[config.mk]
export PLATFORM = sky130hd
export DESIGN_NAME = pc_run_monitor
export DESIGN_NICKNAME = d
export VERILOG_FILES = /design/src/rtl/pc_run_monitor.sv
export SDC_FILE = /design/constraint.sdc
export NUM_CORES = 1
export LEC_CHECK = 0
export ABC_CLOCK_PERIOD_IN_PS = 29000
export CAP_MARGIN = 20
export CELL_PAD_IN_SITES_DETAIL_PLACEMENT = 1
export CELL_PAD_IN_SITES_GLOBAL_PLACEMENT = 1
export CORE_MARGIN = 10
export CORE_UTILIZATION = 41
export CTS_CLUSTER_SIZE = 14
export DETAILED_ROUTE_END_ITERATION = 8
export HOLD_SLACK_MARGIN = 0.12
export PLACE_DENSITY_LB_ADDON = 0.3
export REMOVE_ABC_BUFFERS = 1
export SYNTH_ARGS = -nofsm -noshare
export SYNTH_HDL_FRONTEND = slang
export SYNTH_SLANG_ARGS = --single-unit
export TNS_END_PERCENT = 5
[constraint.sdc]
create_clock -name i_clk -period 29 [get_ports i_clk]
set_input_delay 2.9 -clock i_clk [delete_from_list [all_inputs] [get_ports i_clk]]
set_output_delay 2.9 -clock i_clk [all_outputs]
set_load 0.01 [all_outputs]
[src/rtl/pc_run_monitor.sv]
// pc_run_monitor: watches a core's PC/valid stream for per-PC hit counts, self-loop halt and watchdog, then holds a pass/fail verdict.
// Define PC_RUN_MONITOR_REG_CHECK_EN to also capture and compare a watched register's final write-back value.
module pc_run_monitor #(
    parameter int NUM_CH      = 4,
    parameter int PC_W        = 32,
    parameter int CNT_W       = 16,
    parameter int CYC_W       = 24,
    parameter int TIMEOUT_CYC = 10000,
    parameter int HALT_REPS   = 4
) (
    input  logic                    i_clk,
    input  logic                    i_reset,
    input  logic [PC_W-1:0]         i_pc,
    input  logic                    i_insn_vld,
    input  logic [NUM_CH*PC_W-1:0]  i_match_pc,
    input  logic [NUM_CH*CNT_W-1:0] i_exp_cnt,
    input  logic [NUM_CH-1:0]       i_ch_en,
    input  logic                    i_wb_en,
    input  logic [4:0]              i_wb_addr,
    input  logic [31:0]             i_wb_data,
    input  logic [4:0]              i_chk_reg,
    input  logic [31:0]             i_chk_val,
    output logic [NUM_CH*CNT_W-1:0] o_hit_cnt,
    output logic [CYC_W-1:0]        o_cyc_cnt,
    output logic [NUM_CH-1:0]       o_mismatch,
    output logic                    o_reg_mismatch,
    output logic                    o_done,
    output logic                    o_pass,
    output logic                    o_timeout
);
    localparam int REP_W = $clog2(HALT_REPS + 1);
    localparam logic [CYC_W-1:0] CYC_LAST = CYC_W'(TIMEOUT_CYC - 1);
    localparam logic [REP_W-1:0] REP_HALT = REP_W'(HALT_REPS);

    typedef enum logic [2:0] {S_IDLE, S_RUN, S_CHECK, S_PASS, S_FAIL} state_t;

    state_t                    r_state, w_state_nxt;
    logic [NUM_CH*PC_W-1:0]    r_match_pc;
    logic [NUM_CH*CNT_W-1:0]   r_exp_cnt, r_cnt;
    logic [NUM_CH-1:0]         r_ch_en, r_mismatch;
    logic [CYC_W-1:0]          r_cyc;
    logic [PC_W-1:0]           r_prev_pc;
    logic [REP_W-1:0]          r_rep;
    logic                      r_reg_mismatch, r_done, r_pass, r_timeout;

    logic                      w_start, w_count, w_halt, w_timeout, w_rmm, w_ok;
    logic [NUM_CH*PC_W-1:0]    w_match_pc;
    logic [NUM_CH-1:0]         w_ch_en, w_hit, w_mm;
    logic [REP_W-1:0]          w_rep_nxt;

    // The start instruction is counted against the config being latched on the same edge.
    assign w_start    = (r_state == S_IDLE) && i_insn_vld;
    assign w_count    = w_start || (r_state == S_RUN);
    assign w_match_pc = w_start ? i_match_pc : r_match_pc;
    assign w_ch_en    = w_start ? i_ch_en : r_ch_en;
    assign w_rep_nxt  = (i_pc == r_prev_pc) ? r_rep + REP_W'(1) : REP_W'(1);
    assign w_halt     = (r_state == S_RUN) && i_insn_vld && (w_rep_nxt == REP_HALT);
    assign w_timeout  = (r_state == S_RUN) && !w_halt && (r_cyc == CYC_LAST);
    assign w_ok       = !(|w_mm) && !w_rmm;

    always_comb begin
        w_hit = '0;
        w_mm  = '0;
        for (int k = 0; k < NUM_CH; k++) begin
            w_hit[k] = i_insn_vld && w_ch_en[k] && (i_pc == w_match_pc[k*PC_W +: PC_W]);
            w_mm[k]  = r_ch_en[k] && (r_cnt[k*CNT_W +: CNT_W] != r_exp_cnt[k*CNT_W +: CNT_W]);
        end
    end

    always_comb begin
        w_state_nxt = r_state;
        unique case (r_state)
            S_IDLE:  w_state_nxt = i_insn_vld ? S_RUN : S_IDLE;
            S_RUN:   w_state_nxt = w_halt ? S_CHECK : (w_timeout ? S_FAIL : S_RUN);
            S_CHECK: w_state_nxt = w_ok ? S_PASS : S_FAIL;
            default: w_state_nxt = r_state;
        endcase
    end

    always_ff @(posedge i_clk or posedge i_reset) begin
        if (i_reset) r_state <= S_IDLE;
        else         r_state <= w_state_nxt;
    end

    always_ff @(posedge i_clk or posedge i_reset) begin
        if (i_reset) begin
            r_match_pc     <= '0;
            r_exp_cnt      <= '0;
            r_ch_en        <= '0;
            r_cnt          <= '0;
            r_cyc          <= '0;
            r_prev_pc      <= '0;
            r_rep          <= '0;
            r_mismatch     <= '0;
            r_reg_mismatch <= 1'b0;
            r_done         <= 1'b0;
            r_pass         <= 1'b0;
            r_timeout      <= 1'b0;
        end else begin
            if (w_start) begin
                r_match_pc <= i_match_pc;
                r_exp_cnt  <= i_exp_cnt;
                r_ch_en    <= i_ch_en;
                r_prev_pc  <= i_pc;
                r_rep      <= REP_W'(1);
            end else if ((r_state == S_RUN) && i_insn_vld) begin
                r_prev_pc  <= i_pc;
                r_rep      <= w_rep_nxt;
            end
            if (w_count)
                for (int k = 0; k < NUM_CH; k++)
                    if (w_hit[k] && (r_cnt[k*CNT_W +: CNT_W] != {CNT_W{1'b1}}))
                        r_cnt[k*CNT_W +: CNT_W] <= r_cnt[k*CNT_W +: CNT_W] + CNT_W'(1);
            if ((r_state == S_RUN) && (r_cyc != {CYC_W{1'b1}}))
                r_cyc <= r_cyc + CYC_W'(1);
            if (w_timeout) begin
                r_done    <= 1'b1;
                r_timeout <= 1'b1;
            end
            if (r_state == S_CHECK) begin
                r_mismatch     <= w_mm;
                r_reg_mismatch <= w_rmm;
                r_done         <= 1'b1;
                r_pass         <= w_ok;
            end
        end
    end

`ifdef PC_RUN_MONITOR_REG_CHECK_EN
    logic [4:0]  r_chk_reg, w_chk_reg;
    logic [31:0] r_chk_val, r_last_val;

    assign w_chk_reg = w_start ? i_chk_reg : r_chk_reg;
    assign w_rmm     = (r_last_val != r_chk_val);

    // With x0 watched nothing is ever captured, so last_val stays at its reset 0.
    always_ff @(posedge i_clk or posedge i_reset) begin
        if (i_reset) begin
            r_chk_reg  <= '0;
            r_chk_val  <= '0;
            r_last_val <= '0;
        end else begin
            if (w_start) begin
                r_chk_reg <= i_chk_reg;
                r_chk_val <= i_chk_val;
            end
            if (w_count && i_wb_en && (i_wb_addr == w_chk_reg) && (w_chk_reg != 5'd0))
                r_last_val <= i_wb_data;
        end
    end
`else
    logic w_unused;
    assign w_rmm    = 1'b0;
    assign w_unused = ^{i_wb_en, i_wb_addr, i_wb_data, i_chk_reg, i_chk_val};
`endif

    assign o_hit_cnt      = r_cnt;
    assign o_cyc_cnt      = r_cyc;
    assign o_mismatch     = r_mismatch;
    assign o_reg_mismatch = r_reg_mismatch;
    assign o_done         = r_done;
    assign o_pass         = r_pass;
    assign o_timeout      = r_timeout;
endmodule

# After elaboration in Yosys (flattened, before gate mapping)
# Cells that the tools add are included.
classes:
  mux: 14
  n_reduce_logical: 34
  addsub: 6
  n_eq_ne: 18
op_table:
  columns: ["cell", "n"]
  rows:
  - ["$eq 32x32->1", 5]
  - ["$mux 128", 1]
  - ["$add 16x1->16 const B", 4]
  - ["$mux 32", 2]
  - ["$ne 16x16->1", 4]
  - ["$ne 16x16->1 const B", 4]
  - ["$add 24x1->24 const B", 1]
  - ["$eq 24x14->1 const B", 1]
  - ["$ne 24x24->1 const B", 1]
  - ["$logic_and 1x1->1", 22]
  - ["$mux 3", 6]
  - ["$pmux 3 s3", 1]
  - ["$reduce_and 2->1", 4]
  - ["$mux 4", 1]
  - ["$reduce_bool 2->1", 2]
  - ["$reduce_or 4->1", 1]
  - ["$add 3x1->3 const B", 1]
  - ["$eq 3x1->1 const B", 1]
  - ["$eq 3x2->1 const B", 1]
  - ["$eq 3x3->1 const B", 1]
  - ["$logic_not 3->1", 1]
  - ["$mux 1", 3]
  - ["$reduce_bool 3->1", 1]
  - ["$logic_not 1->1", 2]
  - ["$logic_or 1x1->1", 1]
word_totals:
  in_bits: 306
  word_cells: 87
  output_inout_bits: 96
  reg_bits: 329

# Longest topological paths before layout
logic_depth:
  depth_word: 10
  ltp_mapped: 15
  mapped_depth_nobuf: 8

# Worst setup path after synthesis
# OpenSTA, ideal clock, no wires.
synth_timing:
  kind: "input-to-reg"
  start: "input i_insn_vld"
  end: "register r_cnt[33], in the netlist o_hit_cnt[33]"
  setup_slack_ns: 23.677
  arrival_ns: 5.195
  path_buffers: 3
  setup_ns: 0.128
  required_time_ns: 28.872
  stages: 10
  path_cell_list: "nor4b_2 buf_4 buf_4 mux2_2 a22oi_1 nor4bb_1 and2_1 o2111ai_2 buf_2 mux2_1"
synth_via:
  elab_chain_len: 6
  word_cells_on_any_way: 9
  classes_between: "eq/ne: 1; mux: 2; reduce/logical: 6"
synth_rtl:
  columns: ["item", "line", "rtl"]
  rows:
  - ["from (decl)", "14", "input logic i_insn_vld,"]
  - ["$logic_and 1x1->1", "52", "assign w_start = (r_state == S_IDLE) && i_insn_vld;"]
  - ["$mux 128", null, null]
  - ["named net w_match_pc[87]", "47", "logic [NUM_CH*PC_W-1:0] w_match_pc;"]
  - ["$eq 32x32->1", "65", "w_hit[k] = i_insn_vld && w_ch_en[k] && (i_pc == w_match_pc[k*PC_W +: PC_W]);"]
  - ["$logic_and 1x1->1", "65", null]
  - ["$logic_and 1x1->1", "112", "if (w_hit[k] && (r_cnt[k*CNT_W +: CNT_W] != {CNT_W{1'b1}}))"]
  - ["$reduce_and 2->1 (no line)", null, null]
  - ["to (signal, indexed assignment)", "113", "r_cnt[k*CNT_W +: CNT_W] <= r_cnt[k*CNT_W +: CNT_W] + CNT_W'(1);"]
  - ["to (decl)", "39", "logic [NUM_CH*CNT_W-1:0] r_exp_cnt, r_cnt;"]
# The timed path passes the listed nets, and every way through them passes these cells.
# A chain may end at the register's enable or synchronous reset.

# Final worst setup path
layout_timing:
  start: "input i_insn_vld"
  end: "register r_cnt[39], in the netlist o_hit_cnt[39]"
# Same word-level chain as after synthesis.

==> impl_metrics.json <==
{
  "status": "finished, final reports clean",
  "antenna_found_initial": 9,
  "hold_viol_final": 0,
  "insertion_delay_ns": 0.58,
  "post-route-min-period_ns": 7.70,
  "postCtsSetupBuffers": 0,
  "start_kind": "input port",
  "finalInstanceArea_mm2": 0.0221,
  "hpwl_um": 47200,
  "syn_inst": 1849,
  "min_to": "o_timeout",
  "ant_nets": 0,
  "leakage_nw": 10.4,
  "mostFrequentLayoutCell": "nand2_1",
  "max_freq_mhz": 130,
  "period_share_pct": 26.6,
  "synthDistinctLibCells": 67,
  "drv_cap": 0,
  "coreArea_mm2": 0.0411,
  "gp_congestion": 0.889,
  "min_path_cells": 1,
  "dieArea_mm2": 0.0505,
  "preCtsSetupSlack_ns": 20.36,
  "grt-ovfl-total": 0,
  "path_class": "input port to register",
  "worstRegToRegCells": 10,
  "crit_fanout": 72,
  "ff2ff_setup_slack_ns": 23.30,
  "port_buffers": 325,
  "synthFlopType": "dfrtp_1",
  "cp-end-kind": "register",
  "grt_use_total_pct": 25.4,
  "worstReg2RegEnd": "o_hit_cnt[39]",
  "worst_clock_skew_ns": 0.0266,
  "drt_pass1_iterations": 5,
  "rr_startpoint": "r_state[0]",
  "cts_tree": "built",
  "setup_violations": 0,
  "tns_ns": 0,
  "mostFrequentLayoutCells": "nand2_1 (502), dfrtp_1 (329), clkdlybuf4s50_1 (325), xor2_1 (159), xnor2_1 (104)",
  "grt_pass1_vias": 16500,
  "grt_max_degree": 122,
  "synth-seq-area-share_pct": 47.9,
  "cts_hold_buf": 0,
  "min_path_type": "register to register",
  "relSlewSlack_pct": 35.2,
  "via_per_inst": 5.56,
  "avgRoutedWirePerCell_um": 24.0,
  "start_util_pct": 41.8,
  "fill_cells": 4675,
  "route.detailed.drc": 0,
  "root_buffer": "clkbuf_16",
  "ir_drop_v": 0.0000341,
  "ys_warn_count": 0,
  "cp_data_required_time_ns": 29.47,
  "io_pins": 402,
  "setup_ws_ns": 21.30,
  "final-max-slew-violation-count": 0,
  "async_flop_share_pct": 100,
  "dpl_cell_area_mm2": 0.0208,
  "vias": 15000,
  "clock_path_buffers": 3,
  "clkTransAtPathRegs_ns": 0.05,
  "drt_iter0_drc": 1037,
  "crit_start": "i_insn_vld",
  "syn-mean-instance-area_um2": 9.30,
  "synth-edff-count": 0,
  "critPathArrivalTime_ns": 8.17,
  "grt_first_pass_wirelength_um": 99300,
  "postRouteWirelength_um": 64800,
  "die_y_um": 225,
  "cts.repair.resized": 0,
  "area_growth_pct": 28.7,
  "power.density_mw_per_mm2": 50.0,
  "nNetsFinal": 2452,
  "holdWs_ns": 0.469,
  "layout-drive-gt1-share_pct": 6.32,
  "rsz0062_at_grt": "false",
  "hp-start": "o_timeout",
  "ys_ff_latch": 329,
  "die_x_um": 225,
  "rows": 74,
  "synthesis.area_mm2": 0.0172,
  "cts_buffers": 40,
  "tightest_slew_ns": 0.969,
  "cts_num_sinks": 329,
  "cts_htree_levels": 2
}
flip-flops by register name, indices dropped and copies added (netlist names):
name	count
r_match_pc	128
o_hit_cnt	64
r_exp_cnt	64
r_prev_pc	32
o_cyc_cnt	24
o_mismatch	4
r_ch_en	4
r_rep	3
r_state	3
o_done	1
o_pass	1
o_timeout	1
cell usage after synthesis, types with 10 or more instances:
library cell	number	share of area [%]
nand2_1	503	11
dfrtp_1	329	48
xor2_1	159	8.1
xnor2_1	104	5.3
inv_1	75	1.6
o21ai_0	69	2.0
clkbuf_1	61	1.3
nor4_1	57	2.1
nand4_1	43	1.6
nor2_1	41	0.90
nand3_1	37	1.1
mux2_2	29	1.9
o22ai_1	28	1.0
nand2b_1	25	0.91
and3_1	24	0.87
o221ai_1	19	0.97
a221oi_1	14	0.71
nor3_1	14	0.41
a21oi_1	13	0.38
mux2i_1	13	0.76
a22oi_1	12	0.52
and2_1	12	0.44
nor2b_1	12	0.44
buf_6	11	0.72
mux2_1	11	0.72
buf_1	10	0.22
worst max-delay path by stage:
stage               endpoint  slack (ns)  cells after the start
3_5_place_dp   o_hit_cnt[47]       20.36                     11
6_report       o_hit_cnt[39]       21.30                     11
3_3_place_gp   o_hit_cnt[47]       20.48                     11
5_1_grt        o_hit_cnt[39]       20.90                     11
2_1_floorplan  o_hit_cnt[47]       13.52                      8
4_1_cts        o_hit_cnt[39]       20.95                     11
critical path, stage by stage:
cell	delay, ns
clkdlybuf4s50_1	0.57
nor4b_4	0.59
buf_4	0.65
buf_4	0.79
mux2_2	0.46
a22oi_1	0.15
nor4bb_1	0.69
and2_1	0.26
o2111ai_2	0.43
nor4_1	0.45
xnor2_1	0.16
cell families (layout without fill, tap and decap cells):
family,after synthesis,in the layout,synth area share (%)
AOI/OAI and AO/OA,218,218,8.89
xor gates and xnor gates,263,263,13.4
adders and majority gates,6,6,0.437
buffers and inverters,179,498,4.56
DFF,329,329,47.9
muxes,53,53,3.38
other,1,4,0.0218
and+or+nand+nor,800,800,21.4
power breakdown:
part / switching (W) / total [W] / internal, W
combinational: 0.0000636 / 0.000118 / 0.0000547
sequential: 0.00000968 / 0.000483 / 0.000473
clock: 0.000208 / 0.000505 / 0.000297
total: 0.000282 / 0.00111 / 0.000825
metal layers:
metal  track usage [%]  wire length (um)  up-vias
met3              6.95              4450      137
met2              43.0             31700      454
li1                  -                 -     6831
met5                 0               120        -
met4              8.69              2020       16
met1              30.7             26500     7588
per-stage QoR:
step / util, % / power, W / std cells
6_report: 53.8 / 0.00111 / 2703
2_1_floorplan: - / 0.000539 / 1754
5_1_grt: 53.8 / 0.00114 / 2701
4_1_cts: 53.7 / 0.00112 / 2698
3_3_place_gp: 50.6 / 0.000604 / 2628
3_5_place_dp: 50.6 / 0.000607 / 2628
layout make-up:
cell class	count	area [um^2]	area share [%]
clock buffer	55	1160	5.24
antenna	3	7.51	0.0339
timing repair buffer	344	3420	15.5
tap	532	666	3.01
inverter	84	323	1.46
multi-input combinational	1341	8190	37.0
sequential	329	8230	37.2
clock inverter	15	138	0.622
Note: power is estimated with default switching activity, not from simulation.
